===== src/rtl/packet_rr_arbiter.sv =====
// Round-robin packet arbiter. NUM_REQ requesters share one registered output slot
// that is tagged with the winner's source ID and held until the sink accepts it.

module rr_lane #(
  parameter int SRC_W = 2,
  parameter int IDX   = 0
) (
  input  logic             valid,
  input  logic [SRC_W-1:0] ptr,
  input  logic [SRC_W-1:0] grant,
  output logic             hi_pri,
  output logic             hit
);
  localparam logic [SRC_W-1:0] ID = SRC_W'(IDX);

  // Lanes at or above the pointer win over wrapped-around lanes.
  assign hi_pri = valid && (ID >= ptr);
  assign hit    = (grant == ID);
endmodule

module packet_rr_arbiter #(
  parameter  int NUM_REQ = 4,
  parameter  int DATA_W  = 8,
  parameter  int DEST_W  = 4,
  parameter  int CNT_W   = 16,
  localparam int SRC_W   = $clog2(NUM_REQ),
  localparam int PKT_W   = SRC_W + DEST_W + DATA_W
) (
  input  logic                      clk,
  input  logic                      rst,
  input  logic [NUM_REQ-1:0]        req_valid,
  input  logic [NUM_REQ*DEST_W-1:0] req_dest,
  input  logic [NUM_REQ*DATA_W-1:0] req_data,
  output logic [NUM_REQ-1:0]        req_ready,
  output logic                      out_valid,
  input  logic                      out_ready,
  output logic [PKT_W-1:0]          out_packet,
  output logic [SRC_W-1:0]          grant_id,
  output logic [CNT_W-1:0]          pkt_count
);
  typedef enum logic {EMPTY, FULL} state_t;

  state_t                          state, state_nxt;
  logic [NUM_REQ-1:0][DEST_W-1:0]  dest_a;
  logic [NUM_REQ-1:0][DATA_W-1:0]  data_a;
  logic [NUM_REQ-1:0]              hi_pri, grant_oh;
  logic [SRC_W-1:0]                rr_ptr, grant;
  logic                            any_hi, load;

  assign dest_a = req_dest;
  assign data_a = req_data;

  for (genvar i = 0; i < NUM_REQ; i++) begin : g_lane
    rr_lane #(.SRC_W(SRC_W), .IDX(i)) u_lane (
      .valid  (req_valid[i]),
      .ptr    (rr_ptr),
      .grant  (grant),
      .hi_pri (hi_pri[i]),
      .hit    (grant_oh[i])
    );
  end

  // Lowest index among lanes >= rr_ptr, else lowest valid index overall.
  always_comb begin
    grant  = '0;
    any_hi = |hi_pri;
    for (int i = NUM_REQ - 1; i >= 0; i--)
      if (any_hi ? hi_pri[i] : req_valid[i]) grant = SRC_W'(i);
  end

  assign out_valid = (state == FULL);
  assign load      = (|req_valid) && (!out_valid || out_ready);

  always_comb begin
    state_nxt = state;
    req_ready = '0;
    if (load)           state_nxt = FULL;
    else if (out_ready) state_nxt = EMPTY;
    if (load && !rst)   req_ready = grant_oh;
  end

  always_ff @(posedge clk) begin
    if (rst) begin
      state      <= EMPTY;
      out_packet <= '0;
      grant_id   <= '0;
      rr_ptr     <= '0;
      pkt_count  <= '0;
    end else begin
      state <= state_nxt;
      if (load) begin
        out_packet <= {grant, dest_a[grant], data_a[grant]};
        grant_id   <= grant;
        rr_ptr     <= (grant == SRC_W'(NUM_REQ - 1)) ? '0 : grant + 1'b1;
      end
      // Saturating count of sink accepts.
      if (out_valid && out_ready && !(&pkt_count))
        pkt_count <= pkt_count + 1'b1;
    end
  end
endmodule


===== config.mk =====
export PLATFORM = sky130hd
export DESIGN_NAME = packet_rr_arbiter
export DESIGN_NICKNAME = d
export VERILOG_FILES = /design/src/rtl/packet_rr_arbiter.sv
export SDC_FILE = /design/constraint.sdc
export NUM_CORES = 1
export LEC_CHECK = 0
export CAP_MARGIN = 20
export CORE_MARGIN = 4
export CORE_UTILIZATION = 35
export CTS_CLUSTER_DIAMETER = 60
export DETAILED_ROUTE_END_ITERATION = 8
export GPL_TIMING_DRIVEN = 0
export PLACE_DENSITY = 0.66
export SLEW_MARGIN = 20
export SYNTH_ARGS = -nofsm -noshare
export SYNTH_HDL_FRONTEND = slang
export SYNTH_SLANG_ARGS = --single-unit

===== constraint.sdc =====
create_clock -name clk -period 7.1 [get_ports clk]
set_clock_uncertainty 0.2 [all_clocks]
set_input_delay 2.13 -clock clk [delete_from_list [all_inputs] [get_ports clk]]
set_output_delay 2.13 -clock clk [all_outputs]
set_load 0.005 [all_outputs]

---- Word-level counts from Yosys, hierarchy flattened ----
Index checks and enable logic that the tools add are counted.
W data, S select, Z words.
operators by class
  add/sub/neg operators ................... 2
  order comparisons ....................... 5
  eq/ne operators ......................... 3
  muxes and demuxes ....................... 16
  reductions and logical operators ........ 17
operator list
  cell                     number
  $add A16 B1 Y16 const B  1
  $bmux W8 S2              1
  $reduce_and A16 Y1       1
  $mux W2                  5
  $bmux W4 S2              1
  $logic_and A1 B1 Y1      8
  $mux W4                  2
  $mux W8                  1
  $reduce_or A4 Y1         2
  $mux W1                  6
  $eq A2 B2 Y1 const B     2
  $ge A1 B2 Y1 const A     2
  $ge A2 B2 Y1 const A     2
  $logic_not A1 Y1         3
  $lt A2 B3 Y1 const B     1
  $add A2 B1 Y2 const B    1
  $eq A2 B1 Y1 const B     1
  $logic_not A2 Y1         1
  $reduce_bool A2 Y1       1
  $logic_or A1 B1 Y1       1
word-level totals
  flip-flop bits (word level) ............. 35
  input port bits ......................... 55
  logic and storage cells ................. 48

---- Depth between registers and ports, before layout ----
  depth after elaboration ................. 10
  depth in mapped cells ................... 8
  gate-level depth less buffers ........... 7

---- Modules after synthesis ----
From an unflattened synthesis, not the netlist that was laid out.
second synthesis, totals
  cell total of the unflattened synthesis .. 240
  area, all modules ....................... 2145.8 sq um
modules (own cells, without submodules)
  module                      times used  cells each  area an instance (sq um)  seq. area each (sq um)
  packet_rr_arbiter           1           232         2063.2                    660.6
  rr_lane (g_lane[1].u_lane)  1           2           27.5                      0.0
  rr_lane (g_lane[2].u_lane)  1           2           25.0                      0.0
  rr_lane (g_lane[0].u_lane)  1           2           16.3                      0.0
  rr_lane (g_lane[3].u_lane)  1           2           13.8                      0.0

---- Worst setup path after synthesis ----
No wires, ideal clock.
  path type ............................... input to output
  from .................................... input req_valid[0]
  to ...................................... output req_ready[3]
  arrival ................................. 3149 ps
  data required time ...................... 4770 ps
  path slack .............................. 1621 ps
  stages on the path ...................... 7
  path buffers ............................ 1
  cells stage by stage .................... and2_1 o211ai_4 nand2_2 clkinv_2 buf_6 ha_1 and3_1
between the ends
  cells in the longest elaborated chain, start to end .. 9
RTL lines
  element                        RTL line  text
  start: declaration             31        input logic [NUM_REQ-1:0] req_valid,
  $logic_and A1 B1 Y1            17        assign hi_pri = valid && (ID >= ptr);
  $reduce_or A4 Y1               66        any_hi = |hi_pri;
  $mux W1                        68        if (any_hi ? hi_pri[i] : req_valid[i]) grant = SRC_W'(i);
  $mux W2 (3 in series)          68
  $mux W2 (*)                    68
  net g_lane[0].u_lane.grant[1]  10        input logic [SRC_W-1:0] grant,
  $eq A2 B2 Y1 (*)               18        assign hit = (grant == ID);
  $mux W4 (*)                    79        if (load && !rst) req_ready = grant_oh;
  end: declaration               34        output logic [NUM_REQ-1:0] req_ready,
Mark *: on every way through the listed nets, which the timed path passes. The rest lies on a longest branch.

---- Final worst setup path ----
Ends and elaborated chain as after synthesis.

==> impl_metrics.py <==
metrics = {
    "outcome": {
        "status": "finished clean",
    },
    "cts": {
        "cts_hold_buffers": 0,
        "path_clk_slew_ns": 0.07,
        "htree_levels": 2,
        "cts.path.max_buffers": 2,
        "cts_made_buffers": 5,
        "post_cts_buffers": 0,
        "clk_latency_ns": 0.29,
        "cts_tree": "done",
        "cts_resized": 0,
        "clkSinkCount": 33,
        "cts-root-buf": "clkbuf_8",
    },
    "synthesis": {
        "synth_edf_count": 0,
        "synthTopCellsByArea": "dfxtp_1, mux2i_1, and3_1",
        "yosysTopAreaCellShare_pct": 33.4,
        "netlist_instances": 232,
        "avgSynthCellArea_um2": 8.52,
        "ys_types": 46,
        "syn_area_um2": 1980,
        "yosysSeqAreaShare_pct": 33.4,
        "netlist_top_cells_count": "dfxtp_1, nor2_1, nand2_1",
        "yosys_warnings": 0,
        "synthesis.nets": 292,
        "ys_ff_latch": 33,
        "synthArstFlopShare_pct": 0,
        "synth_ff_type": "dfxtp_1",
        "synthMostInstantiatedCell": "dfxtp_1",
        "synth_area_leader_cell": "dfxtp_1",
    },
    "power_and_ir_drop": {
        "clock_power_share_pct": 29.5,
        "worst_ir_drop_vdd_v": 0.0000827,
        "power_mw": 0.533,
        "static-leakage-power_nw": 1.19,
        "power_density_nw_per_um2": 173,
        "switching_share_pct": 27.8,
        "seq_power_share_pct": 39.8,
        "intPower_mw": 0.385,
        "p_sw_mw": 0.148,
        "power_frac_comb_pct": 30.7,
    },
    "critical_path": {
        "start_kind": "primary input",
        "cp-end-kind": "output port",
        "worstPathRequired_ns": 4.77,
        "crit_type": "primary input to output port",
        "crit_path_max_fanout": 11,
        "rr_worst_depth": 6,
        "arrival_ns": 4.31,
    },
    "global_routing": {
        "grt_start_max_net_pins": 12,
        "overflow": 0,
        "grt_first_pass_wirelength_um": 9160,
        "first_global_vias": 1963,
        "track_usage_pct": 16.2,
        "antenna_found_initial": 0,
    },
    "routing": {
        "viasPerCell": 4.93,
        "drt_iter0_drc": 32,
        "wl_per_cell_um": 13.7,
        "num_vias": 1988,
        "routed_wl_um": 5520,
        "dr.pass1.iters": 4,
        "ant_nets": 0,
        "drc": 0,
    },
    "sta": {
        "finalHoldViolCount": 0,
        "fin_crit_sh_pct": 93.5,
        "finalSetupViolCount": 0,
        "worst_hold_slack_ns": 0.275,
        "period_needed_ns": 6.64,
        "max_slew_margin_pct": 66.3,
        "rsz0062_at_grt": "false",
        "final_max_slew_viol_count": 0,
        "timing.fmax_ghz": 0.151,
        "tightestPinTransition_ns": 0.506,
        "tns_ns": 0,
    },
    "finish": {
        "n_antenna_cell": 0,
        "finalInstanceArea_um2": 3080,
        "multi_input_area_um2": 1200,
        "utilization_pct": 55.9,
        "fin_nets": 390,
        "seq_area_um2": 661,
        "fillers": 518,
        "drive_gt1_share_pct": 8.76,
        "area_growth_pct": 55.8,
    },
    "floorplan": {
        "die_x_um": 83.2,
        "row_count": 27,
        "die_h_um": 83.2,
        "io-pin-count": 92,
        "dieArea_um2": 6910,
        "initial_utilization_pct": 35.9,
        "core-area_um2": 5510,
    },
    "placement": {
        "dpl_cell_area_um2": 2980,
        "dpl.hpwl_um": 4470,
        "portBuffers": 91,
        "globalplace.congestion": 0.860,
    },
    "worst_hold_path": {
        "hold_path_depth": 2,
        "min_path_type": "flop to flop",
    },
    "flow_run": {
        "cap_violations": 0,
    },
}
[layer usage]
metal / part of all wire (%) / global-route usage (%)
met1: 45 / 19.6
met4: 3.2 / 7.13
met5: 0 / 0
met3: 4.7 / 3.67
met2: 47 / 27.1
[worst max-delay path, cell delays in order]
cell and delay, ns:
clkdlybuf4s50_1 0.47, and2b_1 0.20, o21ai_2 0.25, nand2_2 0.13, clkinv_2 0.13, buf_6 0.19, ha_1 0.15, and3_1 0.16
clkdlybuf4s50_1 0.50
[state kept, by name, indices dropped and copies added, names as in the netlist]
name / count
pkt_count: 16
out_packet: 14
rr_ptr: 2
out_valid: 1
[per-stage QoR]
stage / setup WS (ns) / instances
after global placement: 0.446 / 395
after floorplan: 1.62 / 232
final: 0.460 / 403
after detailed placement: 0.435 / 395
after global routing: 0.290 / 403
after CTS: 0.434 / 403
[logic make-up after synthesis]
logic type	share of synthesized area, %
simple gates	26.3
compound gates	18.7
flops	33.4
buf+inv	6.08
mux	7.09
xor+xnor	5.32
fa+ha+maj	3.16
[cell usage in the layout, fill, tap and decap left out, types with 2 or more instances in the layout]
cell type,instances
a21boi_0,12
nand3_1,7
ha_1,5
a211oi_1,2
o21ai_0,7
mux2i_1,14
o21ai_1,8
nand2_1,19
inv_1,8
buf_2,3
nor4_1,4
nor3_1,6
o211ai_1,11
clkbuf_1,5
a21oi_1,7
nand2b_1,3
buf_6,2
clkbuf_8,8
nor2_1,21
dfxtp_1,33
clkdlybuf4s50_1,91
xnor2_1,11
clkinv_2,2
buf_4,2
and3_1,16
nand4_2,2
nand4_1,2
[power by group through the flow]
stage	clock network [mW]	registers, mW	logic (mW)
after detailed placement	0	0.216	0.166
final	0.157	0.212	0.164
after floorplan	0	0.216	0.0798
after global routing	0.171	0.215	0.181
after global placement	0	0.216	0.165
after CTS	0.165	0.212	0.166
[final timing paths]
check | endpoint | slack (ns) | from
setup / recovery | req_ready[3] | 0.46 | req_valid[0]
hold / removal | out_packet[11] | 0.28 | out_packet[11]
setup reg to reg | pkt_count[2] | 5.08 | pkt_count[0]
hold reg to reg | out_packet[11] | 0.28 | out_packet[11]
[area by class of cell]
class                           count  area share (%)
Multi-Input combinational cell    177            38.8
Inverter                            9            1.14
Timing Repair Buffer               91            29.6
Sequential cell                    33            21.5
Tap cell                           72            2.93
Clock buffer                        7            3.13
Clock inverter                      1           0.163
Buffer                             13            2.76
No activity file was read; power rests on OpenSTA's default activity.
